<file path="src/rtl/mmio_uart_tx.sv">
// Memory-mapped 8N1 UART transmitter: TXDATA/STATUS/CTRL register window in front
// of a small circular FIFO feeding a start/data/stop serialiser.
module mmio_uart_tx #(
    parameter logic [31:0] BASE_ADDR       = 32'hFFFF0010,
    parameter int unsigned CLKS_PER_BIT    = 868,
    parameter int unsigned FIFO_DEPTH_LOG2 = 2
) (
    input  logic        clk,
    input  logic        rst,
    input  logic        mem_w,
    input  logic [31:0] addr,
    input  logic [31:0] wdata,
    output logic        hit,
    output logic [31:0] rdata,
    output logic        tx,
    output logic        busy
);
    localparam int unsigned DEPTH = 1 << FIFO_DEPTH_LOG2;
    localparam int unsigned PW    = FIFO_DEPTH_LOG2;
    localparam int unsigned CW    = FIFO_DEPTH_LOG2 + 1;

    localparam logic [CW-1:0] DEPTH_C   = CW'(DEPTH);
    localparam logic [15:0]   BC_RELOAD = 16'(CLKS_PER_BIT - 1);
    localparam logic [29:0]   W_TXDATA  = BASE_ADDR[31:2];
    localparam logic [29:0]   W_STATUS  = W_TXDATA + 30'd1;
    localparam logic [29:0]   W_CTRL    = W_TXDATA + 30'd2;

    typedef enum logic [1:0] {
        S_IDLE,
        S_START,
        S_DATA,
        S_STOP
    } state_t;

    logic [7:0]    r_mem [DEPTH];
    logic [PW-1:0] r_wr_ptr;
    logic [PW-1:0] r_rd_ptr;
    logic [CW-1:0] r_count;
    logic          r_overflow;
    logic          r_enable;

    state_t        r_state;
    state_t        w_state_next;
    logic [15:0]   r_bc;
    logic [15:0]   w_bc_next;
    logic [2:0]    r_bi;
    logic [2:0]    w_bi_next;
    logic [7:0]    r_shift;
    logic [7:0]    w_shift_next;
    logic          r_tx;
    logic          w_tx_next;

    logic          w_sel_txdata;
    logic          w_sel_status;
    logic          w_sel_ctrl;
    logic          w_push;
    logic          w_push_ok;
    logic          w_pop;
    logic          w_can_pop;
    logic          w_flush;
    logic          w_wr_status;
    logic          w_wr_ctrl;
    logic          w_full;
    logic          w_empty;
    logic          w_busy;
    logic [7:0]    w_head;
    logic [3:0]    w_count4;
    logic          w_unused;

    // Decode ignores the byte-lane bits so any byte address in a word selects it.
    assign w_sel_txdata = (addr[31:2] == W_TXDATA);
    assign w_sel_status = (addr[31:2] == W_STATUS);
    assign w_sel_ctrl   = (addr[31:2] == W_CTRL);
    assign hit          = w_sel_txdata | w_sel_status | w_sel_ctrl;

    assign w_push      = mem_w & w_sel_txdata;
    assign w_wr_status = mem_w & w_sel_status;
    assign w_wr_ctrl   = mem_w & w_sel_ctrl;
    assign w_flush     = w_wr_ctrl & wdata[1];

    assign w_full    = (r_count == DEPTH_C);
    assign w_empty   = (r_count == '0);
    assign w_push_ok = w_push & ~w_full;
    assign w_can_pop = ~w_empty & r_enable;
    assign w_head    = r_mem[r_rd_ptr];
    assign w_busy    = (r_state != S_IDLE) | ~w_empty;

    generate
        if (CW >= 4) begin : g_count_wide
            assign w_count4 = r_count[3:0];
        end else begin : g_count_narrow
            assign w_count4 = {{(4 - CW){1'b0}}, r_count};
        end
    endgenerate

    assign w_unused = &{1'b0, addr[1:0], wdata[31:8]};

    always_ff @(posedge clk) begin
        if (w_push_ok) begin
            r_mem[r_wr_ptr] <= wdata[7:0];
        end
    end

    always_ff @(posedge clk) begin
        if (rst) begin
            r_wr_ptr   <= '0;
            r_rd_ptr   <= '0;
            r_count    <= '0;
            r_overflow <= 1'b0;
            r_enable   <= 1'b1;
        end else begin
            if (w_flush) begin
                r_wr_ptr <= '0;
                r_rd_ptr <= '0;
                r_count  <= '0;
            end else begin
                if (w_push_ok) begin
                    r_wr_ptr <= r_wr_ptr + PW'(1);
                end
                if (w_pop) begin
                    r_rd_ptr <= r_rd_ptr + PW'(1);
                end
                if (w_push_ok && !w_pop) begin
                    r_count <= r_count + CW'(1);
                end else if (!w_push_ok && w_pop) begin
                    r_count <= r_count - CW'(1);
                end
            end
            // Full is judged before the edge, so a same-cycle pop never rescues a push.
            if (w_push && w_full) begin
                r_overflow <= 1'b1;
            end else if (w_wr_status) begin
                r_overflow <= 1'b0;
            end
            if (w_wr_ctrl) begin
                r_enable <= wdata[0];
            end
        end
    end

    always_ff @(posedge clk) begin
        if (rst) begin
            r_state <= S_IDLE;
            r_bc    <= '0;
            r_bi    <= '0;
            r_shift <= '0;
            r_tx    <= 1'b1;
        end else begin
            r_state <= w_state_next;
            r_bc    <= w_bc_next;
            r_bi    <= w_bi_next;
            r_shift <= w_shift_next;
            r_tx    <= w_tx_next;
        end
    end

    always_comb begin
        w_state_next = r_state;
        w_bc_next    = r_bc;
        w_bi_next    = r_bi;
        w_shift_next = r_shift;
        w_pop        = 1'b0;
        w_tx_next    = 1'b1;
        case (r_state)
            S_IDLE: begin
                if (w_can_pop) begin
                    w_pop        = 1'b1;
                    w_shift_next = w_head;
                    w_bc_next    = BC_RELOAD;
                    w_state_next = S_START;
                end
            end
            S_START: begin
                if (r_bc == '0) begin
                    w_bc_next    = BC_RELOAD;
                    w_bi_next    = '0;
                    w_state_next = S_DATA;
                end else begin
                    w_bc_next = r_bc - 16'd1;
                end
            end
            S_DATA: begin
                if (r_bc == '0) begin
                    w_shift_next = {1'b0, r_shift[7:1]};
                    w_bc_next    = BC_RELOAD;
                    if (r_bi == 3'd7) begin
                        w_state_next = S_STOP;
                    end else begin
                        w_bi_next = r_bi + 3'd1;
                    end
                end else begin
                    w_bc_next = r_bc - 16'd1;
                end
            end
            S_STOP: begin
                if (r_bc == '0) begin
                    // Chain straight into the next start bit when more data is waiting.
                    if (w_can_pop) begin
                        w_pop        = 1'b1;
                        w_shift_next = w_head;
                        w_bc_next    = BC_RELOAD;
                        w_state_next = S_START;
                    end else begin
                        w_state_next = S_IDLE;
                    end
                end else begin
                    w_bc_next = r_bc - 16'd1;
                end
            end
            default: begin
                w_state_next = S_IDLE;
            end
        endcase
        case (w_state_next)
            S_START: w_tx_next = 1'b0;
            S_DATA:  w_tx_next = w_shift_next[0];
            default: w_tx_next = 1'b1;
        endcase
    end

    always_comb begin
        rdata = '0;
        if (w_sel_status) begin
            rdata[7:0] = {w_count4, r_overflow, w_busy, w_empty, w_full};
        end else if (w_sel_ctrl) begin
            rdata[0] = r_enable;
        end
    end

    assign tx   = r_tx;
    assign busy = w_busy;

endmodule
</file>
<file path="config.mk">
export PLATFORM = sky130hd
export DESIGN_NAME = mmio_uart_tx
export DESIGN_NICKNAME = d
export VERILOG_FILES = /design/src/rtl/mmio_uart_tx.sv
export SDC_FILE = /design/constraint.sdc
export NUM_CORES = 1
export LEC_CHECK = 0
export BUFFER_PORTS_ARGS = -buffer_cell sky130_fd_sc_hd__buf_2
export CORE_UTILIZATION = 40
export CTS_CLUSTER_DIAMETER = 120
export DETAILED_ROUTE_END_ITERATION = 10
export PLACE_DENSITY = 0.72
export SLEW_MARGIN = 20
export SYNTH_ARGS = -nofsm -noshare
export SYNTH_HDL_FRONTEND = slang
export SYNTH_SLANG_ARGS = --single-unit
</file>
<file path="constraint.sdc">
create_clock -name clk -period 7.8 [get_ports clk]
set_input_delay 1.95 -clock clk [delete_from_list [all_inputs] [get_ports clk]]
set_output_delay 1.95 -clock clk [all_outputs]
set_load 0.02 [all_outputs]
</file>
## After elaboration in Yosys (flattened, before gate mapping)

Memory sizes are Yosys's and may differ from the RTL's. A register that Yosys moved wholly into a read port is not among the register bits.
Cells that the tools add are included.

| operators by class | value |
|---|---|
| add/sub/neg operators | 6 |
| equal/unequal tests | 14 |
| multiplexer cells | 34 |
| bitwise logic cells | 11 |
| reduce and logical (&&, ||, !) cells | 17 |

Operators with widths:

| kind | number |
|---|---|
| $eq A30 B30 Y1 const B | 3 |
| $mux W16 | 3 |
| $pmux W16 S3 | 1 |
| $mux W8 | 3 |
| $pmux W8 S3 | 1 |
| $logic_not A16 Y1 | 1 |
| $sub A16 B1 Y16 const B | 1 |
| $mux W3 | 5 |
| $mux W2 | 7 |
| $mux W1 | 9 |
| $ne A2 B2 Y1 const B | 4 |
| $pmux W2 S4 | 1 |
| $reduce_bool A2 Y1 | 4 |
| $add A3 B1 Y3 const B | 2 |
| $and A1 B1 Y1 | 6 |
| $eq A2 B2 Y1 const B | 3 |
| $eq A3 B3 Y1 const B | 2 |
| $mux W6 | 1 |
| $pmux W3 S2 | 1 |
| $add A2 B1 Y2 const B | 2 |
| $eq A2 B1 Y1 const B | 2 |
| $pmux W1 S2 | 2 |
| $reduce_and A4 Y1 | 1 |
| $reduce_or A2 Y1 | 2 |
| other kinds (9) | 15 |

| word-level totals | value |
|---|---|
| flip-flop bits (word level) | 39 |
| memory bits (writable) | 32 |
| input bits | 67 |
| output and inout bits | 35 |
| word-level logic and storage cells | 94 |
| memories kept | 1 |

Memories:

| name | depth | bits a word | read ports | clocked after Yosys merged registers in | write ports | line | RTL |
|---|---|---|---|---|---|---|---|
| r_mem | 4 | 8 | 1 | 1 | 1 | 35 | `logic [7:0] r_mem [DEPTH];` |

## Depth between registers and ports, before layout

Gate-level depths: netlist of the first run.

| logic depth | value |
|---|---|
| word-level depth | 9 |
| depth in mapped cells | 13 |
| gate-level depth less buffers | 12 |

## Worst setup path before layout of the first run

Ideal clock, no wire load.

| timing path | value |
|---|---|
| kind | in2out |
| start | in addr[13] |
| end | out rdata[1] |
| data arrival time | 3.616 ns |
| required time | 5.850 ns |
| slack | 2.234 ns |
| stages | 4 |
| buffers on the path | 0 |
| cells stage by stage | or4b_2 nor4_1 and3_1 and2_1 |

| on the way | value |
|---|---|
| cells in the longest elaborated chain, start to end | 2 |

Ends and longest elaborated chain:

| what | line | RTL |
|---|---|---|
| start: declaration | 11 | `input logic [31:0] addr,` |
| $eq A30 B30 Y1 | 72 | `assign w_sel_status = (addr[31:2] == W_STATUS);` |
| $mux W6 | 223 | `if (w_sel_status) begin` |
| end: declaration | 14 | `output logic [31:0] rdata,` |

No other way between the ends.

## Final worst setup path of the first run

| timing path | value |
|---|---|
| start | in addr[13] |
| end | out rdata[6] |

The elaborated chain is that of the path after synthesis.

==> summary.txt, run 1 <==
Run status
  – Status: finished clean

Clocking
  – Maximum clock insertion buffer count: 2
  – Post_cts resized: 0
  – H-Tree Depth: 3
  – Num CTS Buffers: 9
  – Post CTS Setup Buffer Count: 0
  – Cts hold-fix bufs: 0
  – Clock Latency Late Sink: 350 ps
  – Root Buffer: clkbuf_8
  – TritonCTS clock tree: built
  – Worst-path clk slew: 80 ps
  – Clock Sinks: 73

Final layout
  – Nets@finish: 516
  – Final core utilization: 46.7%
  – Fillers: 888
  – Share of layout cells above drive strength 1: 19.4%
  – Layout overhead on the synthesized area: 11.1%
  – Non-Filler Instances: 568
  – # diodes: 0

Drt
  – Final wirelength: 8120 um
  – Via count: 3,062
  – Wirelength per Cell: 14.3 um
  – Pre-antenna DRT Iters: 4
  – Post-route DRC violation count: 0
  – Initial DRC Count: 199
  – DR vias/cell: 5.39
  – DRT antenna net count: 0

Die
  – Initial Util: 42.1%
  – Die width: 102 um
  – DIE HEIGHT: 102 um
  – Die area: 0.0103 sq mm
  – Core ar.: 0.00942 sq mm
  – Rows: 35
  – Top Ports: 102

Yosys
  – Largest area contributor in the netlist: edfxtp_1
  – Post-Syn Area per Cell: 10.0 sq um
  – Synth top area share: 24.3%
  – Cell with the most instances after synthesis: dfxtp_1
  – #FFs+latches synth: 73
  – Post-Synthesis Cells: 395
  – Mapped cell area: 0.00396 sq mm
  – Post-synth top cells: 41 x dfxtp_1, 32 x edfxtp_1, 31 x nor2_1, 28 x nand2_1
  – Warnings from Yosys: 0
  – Unique masters post-synth: 64
  – Synth area leaders: edfxtp_1 24%, dfxtp_1 21%, buf_4 4.7%
  – EDFF count, synth: 32
  – Post-synth ARST share: 0%
  – Sequential fraction of the synthesis area: 45.0%
  – Most used flip-flop cell after synthesis: dfxtp_1

Critical path
  – CP delay by family, top: simple AND/OR/NAND/NOR gates
  – Setup crit start kind: input port
  – Crit-path slowest cell: or4b_2
  – Crit end category: output pin
  – Critical Path Most Common Cell: buf_2
  – Crit path cell chain: buf_2 -> or4b_2 -> nor4_1 -> and3_1 -> and2_1 -> buf_2
  – WP buf/inv: 2
  – Crit path kind: in2out
  – Reg2reg setup slack: 4340 ps
  – R2R Path Start: r_state[1]
  – Critical path required time: 5850 ps
  – Crit Path Max Fanout: 6
  – CP peak stage delay: 650 ps
  – Worst r2r path cells: 9
  – Worst r2r dst: r_count[1]
  – Arrival @ worst endpoint: 3950 ps

GRT
  – Total congestion overflow: 0
  – First-pass GRT wire length: 13,400 um
  – Initial antenna violation count: 0
  – Total Routing Usage GR: 16.6%
  – Vias in the first global route: 2,953
  – GRT met3 Usage: 4.69%
  – Largest net degree at the start of global routing: 32
  – Global routing met1 resource utilization: 20.5%
  – Met2 Use GR: 29.1%
  – GRT busiest layer: met2

STA
  – Setup Viol. Count Final: 0
  – Final min period: 5900 ps
  – Final Cycle Share: 75.7%
  – TNS Setup: 0 ps
  – Max Freq: 169 MHz
  – Clock skew: 8.47 ps
  – RSZ-0062 raised after global routing: false
  – Slew HR: 36.2%
  – Max-slew violations: 0
  – Worst-Margin Slew: 956 ps
  – Fin worst setup slack: 1900 ps
  – Final hold violation count: 0

Power and ir drop
  – Leak: 1.64 nW
  – Worst VDD drop: 154 uV
  – Pwr per Cell Area: 341 mW/mm^2

Hold path
  – Hold_sp: r_overflow
  – Hold crit path type: reg2reg
  – Min-Delay Path Depth: 2
  – WHS Endpoint: r_overflow

Placement
  – Dpl cells: 552
  – Pre-CTS WS: 1910 ps
  – Port bufs: 50
  – Routability Congestion: 0.796
  – HPWL after DPL: 5650 um

Flow run
  – Max cap viols: 0
flip-flops by register name, indices dropped and copies added (netlist names), 2 cells and up, named ones only:
name	count
r_mem	32
r_bc	16
r_shift	8
r_bi	3
r_count	3
r_rd_ptr	2
r_state	2
r_wr_ptr	2
layer usage:
metal / vias up / routed length, um
met5: - / 0
met4: 0 / 63
met3: 6 / 301
met2: 96 / 4080
met1: 1450 / 3680
li1: 1510 / -
cells by family after synthesis:
kind of cell	count (synthesis)	share of synthesized area, %
simple gates	143	19.6
mux	10	5.05
fa+ha+maj	15	4.93
compound gates	87	15.7
other cells	1	0.0947
buf+inv	61	8.62
xor+xnor	5	1.11
flops	73	45.0
worst reg2reg max path, stage by stage, from the launching register on:
cell and delay (ps):
dfxtp_1 470, ha_1 320, or4b_2 620, o41a_1 510, or3_1 470, ha_1 230, inv_1 90, fa_1 420
mux2i_1 140, nor2_1 60
report_power, final:
part	total [mW]	switching, mW	internal (mW)	leakage (nW)
clock	0.313	0.159	0.154	0.103
sequential	0.524	0.0744	0.450	0.621
combinational	0.662	0.407	0.255	0.919
layout make-up:
class	count	area (sq um)	share of cell area, %
inverter	15	56.3	1.28
clock inverter	7	83.8	1.91
clock buffer	9	124	2.82
tap	129	161	3.67
sequential	73	1780	40.5
timing repair buffer	50	250	5.69
multi-input combinational	285	1940	44.1
cell usage in the layout, fill, tap and decap left out, types with 4 or more instances in the layout:
| master | count |
|---|---|
| and2_1 | 8 |
| or3_1 | 6 |
| a21o_1 | 4 |
| buf_2 | 50 |
| dfxtp_1 | 41 |
| o31ai_1 | 4 |
| clkbuf_8 | 9 |
| inv_6 | 4 |
| o2bb2ai_1 | 6 |
| a31oi_1 | 6 |
| nand2_1 | 28 |
| mux4_2 | 8 |
| o21ai_0 | 6 |
| nand4_1 | 6 |
| a21oi_1 | 25 |
| ha_1 | 14 |
| conb_1 | 25 |
| nor4_1 | 5 |
| nor2_1 | 31 |
| and3_1 | 5 |
| inv_1 | 15 |
| nand3_1 | 11 |
| a311oi_1 | 4 |
| or4_1 | 7 |
| nor3_1 | 15 |
| edfxtp_1 | 32 |
worst max-delay path by stage:
| stage | startpoint | endpoint | slack (ps) | depth (start not counted) |
|---|---|---|---|---|
| 3_3_place_gp | addr[13] | rdata[3] | 1920 | 6 |
| 4_1_cts | addr[13] | rdata[3] | 1910 | 6 |
| 6_report | addr[13] | rdata[6] | 1900 | 6 |
| 5_1_grt | addr[13] | rdata[1] | 1730 | 6 |
| 2_1_floorplan | addr[13] | rdata[1] | 2230 | 4 |
| 3_5_place_dp | addr[13] | rdata[3] | 1910 | 6 |
metrics by stage:
stage	power (mW)	cell area, sq um	hold slack (ps)
floorplan	1.06	4050	442
global placement	1.16	4190	457
detailed placement	1.18	4190	453
CTS	1.50	4400	469
global route	1.59	4400	508
finish	1.50	4400	466
Note: power is estimated with default switching activity, not from simulation.
==> run 2, diff against run 1 <==
==> constraint.sdc (replaced) <==
create_clock -name clk -period 6.05 [get_ports clk]
set_input_delay 1.5125 -clock clk [delete_from_list [all_inputs] [get_ports clk]]
set_output_delay 1.5125 -clock clk [all_outputs]
set_load 0.02 [all_outputs]
==> summary.txt, run 2 (synthesis gave the netlist of run 1 again) <==
Clocking
  – Worst-path clk slew: 80 ps (about the same)
  – Post CTS Setup Buffer Count: 0 (unchanged)
  – Cts hold-fix bufs: 0 (unchanged)
  – Clock Sinks: 73 (unchanged)
  – Post_cts resized: 0 (unchanged)
  – Root Buffer: clkbuf_8 (unchanged)
  – H-Tree Depth: 3 (unchanged)
  – Num CTS Buffers: 9 (unchanged)
  – Clock Latency Late Sink: 350 ps (about the same)
  – TritonCTS clock tree: built (unchanged)
  – Maximum clock insertion buffer count: 2 (unchanged)

STA
  – Final min period: 5040 ps
  – Setup Viol. Count Final: 0 (unchanged)
  – Final hold violation count: 0 (unchanged)
  – Clock skew: 10.5 ps (was 8.47 ps)
  – RSZ-0062 raised after global routing: false (unchanged)
  – Fin worst setup slack: 1010 ps (was 1900 ps)
  – Final Cycle Share: 83.3%
  – Max-slew violations: 0 (unchanged)
  – TNS Setup: 0 ps (unchanged)
  – Worst-Margin Slew: 940 ps (was 956 ps)
  – Max Freq: 198 MHz
  – Slew HR: 37.3% (was 36.2%)

Final layout
  – Layout overhead on the synthesized area: 11.1% (unchanged)
  – # diodes: 0 (unchanged)
  – Most flops, register: r_mem (unchanged)
  – Nets@finish: 516 (unchanged)
  – Commonest non-fill, non-tap cell in the layout: buf_2 (unchanged)
  – Most frequent cells in the layout: 50 x buf_2, 41 x dfxtp_1, 32 x edfxtp_1 (unchanged)
  – Number of flip-flops under the largest register name: 32 (unchanged)
  – Share of layout cells above drive strength 1: 19.4% (unchanged)
  – Largest regs: r_mem x32, r_bc x16, r_shift x8 (unchanged)

Die
  – Rows: 35 (unchanged)
  – DIE HEIGHT: 102 um (unchanged)
  – Initial Util: 42.1% (unchanged)
  – Top Ports: 102 (unchanged)
  – Core ar.: 0.00942 sq mm (unchanged)
  – Die width: 102 um (unchanged)
  – Die area: 0.0103 sq mm (unchanged)

Placement
  – Port bufs: 50 (unchanged)
  – HPWL after DPL: 5640 um (was 5650 um)
  – Routability Congestion: 0.797 (was 0.796)
  – Pre-CTS WS: 1000 ps (was 1910 ps)

Power and ir drop
  – Worst VDD drop: 263 uV (was 154 uV)
  – Switch share: 42.4% (was 42.7%)
  – Net Sw Power: 814 uW (was 641 uW)
  – Combinational Power Share: 44.1% (about the same)
  – Power Internal: 1.11 mW (was 859 uW)
  – Clock power frac: 20.8% (was 20.9%)
  – Total power: 1.92 mW (was 1.50 mW)
  – Pwr per Cell Area: 437 mW/mm^2 (was 341 mW/mm^2)
  – Seq pwr share: 35.1% (was 35.0%)
  – Leak: 1.64 nW (about the same)

GRT
  – Total Routing Usage GR: 16.5% (was 16.6%)
  – Vias in the first global route: 2,945 (was 2,953)
  – Total congestion overflow: 0 (unchanged)
  – Largest net degree at the start of global routing: 32 (unchanged)
  – Initial antenna violation count: 0 (unchanged)
  – First-pass GRT wire length: 13,400 um (about the same)

Hold path
  – Hold_sp: r_overflow (unchanged)
  – Min-Delay Path Depth: 2 (unchanged)
  – WHS Endpoint: r_overflow (unchanged)
  – Hold crit path type: reg2reg (unchanged)

Critical path
  – Arrival @ worst endpoint: 3530 ps (was 3950 ps)
  – Crit path cell chain: buf_2 -> or4b_2 -> nor4_1 -> and3_1 -> and2_1 -> buf_2 (unchanged)
  – Worst r2r dst: r_count[1] (unchanged)
  – Critical Path Most Common Cell: buf_2 (unchanged)
  – Crit-path slowest cell: or4b_2 (unchanged)
  – R2R Path Start: r_state[1] (unchanged)
  – Setup crit start kind: input port (unchanged)
  – CP peak stage delay: 660 ps (was 650 ps)
  – Crit path kind: in2out (unchanged)
  – Crit end category: output pin (unchanged)
  – Critical path required time: 4540 ps (was 5850 ps)
  – Worst r2r path cells: 9 (unchanged)
  – Crit Path Max Fanout: 6 (unchanged)
  – Reg2reg setup slack: 2620 ps (was 4340 ps)

Drt
  – DR vias/cell: 5.45 (was 5.39)
  – DRT antenna net count: 0 (unchanged)
  – Post-route DRC violation count: 0 (unchanged)
  – Wirelength per Cell: 14.0 um (was 14.3 um)
  – Final wirelength: 7930 um (was 8120 um)
  – Pre-antenna DRT Iters: 4 (unchanged)
  – Via count: 3,096 (was 3,062)
  – Initial DRC Count: 234 (was 199)

Run status
  – Status: finished clean (unchanged)

Flow run
  – Max cap viols: 0 (unchanged)
## run 2: cell types whose count changed in the layout (fill, tap and decap cells not counted), sizes merged
cell	before	now
inv	20	19
clkinv	0	1
## run 2: layout make-up
class | count | area [sq um]
Clock buffer | 9 | 124
Clock inverter | 7 | 83.8
Fill cell | 855 | 5020
Inverter | 15 | 56.3
Multi-Input combinational cell | 285 | 1940
Sequential cell | 73 | 1780
Tap cell | 129 | 161
Timing Repair Buffer | 50 | 250
## run 2: metal layers
metal  up-vias  wire, um  track usage, %
li1       1506         -               -
met5         -         0               0
met3         9       395            4.55
met2        98      3880            28.6
met4         0        74            4.91
met1      1483      3580            20.1
## run 2: worst max-delay path by stage
stage	from	endpoint	slack (ps)	depth (start not counted)
after floorplan	addr[13]	rdata[1]	1360	4
after CTS	addr[13]	rdata[6]	1000	6
after global routing	addr[13]	rdata[6]	790	6
final	addr[13]	rdata[6]	1010	6
after global placement	addr[13]	rdata[3]	1040	6
after detailed placement	addr[13]	rdata[6]	1000	6
## run 2: power groups by stage
| stage | clock network [mW] | logic (mW) | registers, mW |
|---|---|---|---|
| 2_1_floorplan | 0 | 0.718 | 0.644 |
| 3_3_place_gp | 0 | 0.817 | 0.682 |
| 3_5_place_dp | 0 | 0.839 | 0.685 |
| 4_1_cts | 0.409 | 0.843 | 0.675 |
| 5_1_grt | 0.431 | 0.935 | 0.688 |
| 6_report | 0.399 | 0.848 | 0.674 |
## run 2: per-stage QoR
step | instances | instance area, sq um | hold slack [ps] | util [%]
after floorplan | 419 | 4050 | 442 | -
after global placement | 552 | 4190 | 457 | 44.5
after detailed placement | 552 | 4190 | 462 | 44.5
after CTS | 568 | 4400 | 477 | 46.7
after global routing | 568 | 4400 | 501 | 46.7
final | 568 | 4400 | 473 | 46.7
## run 2: critical path: cells and delay by family
family,cells,cell delay [ps]
and+or+nand+nor,4,1760
buffers and inverters,2,250
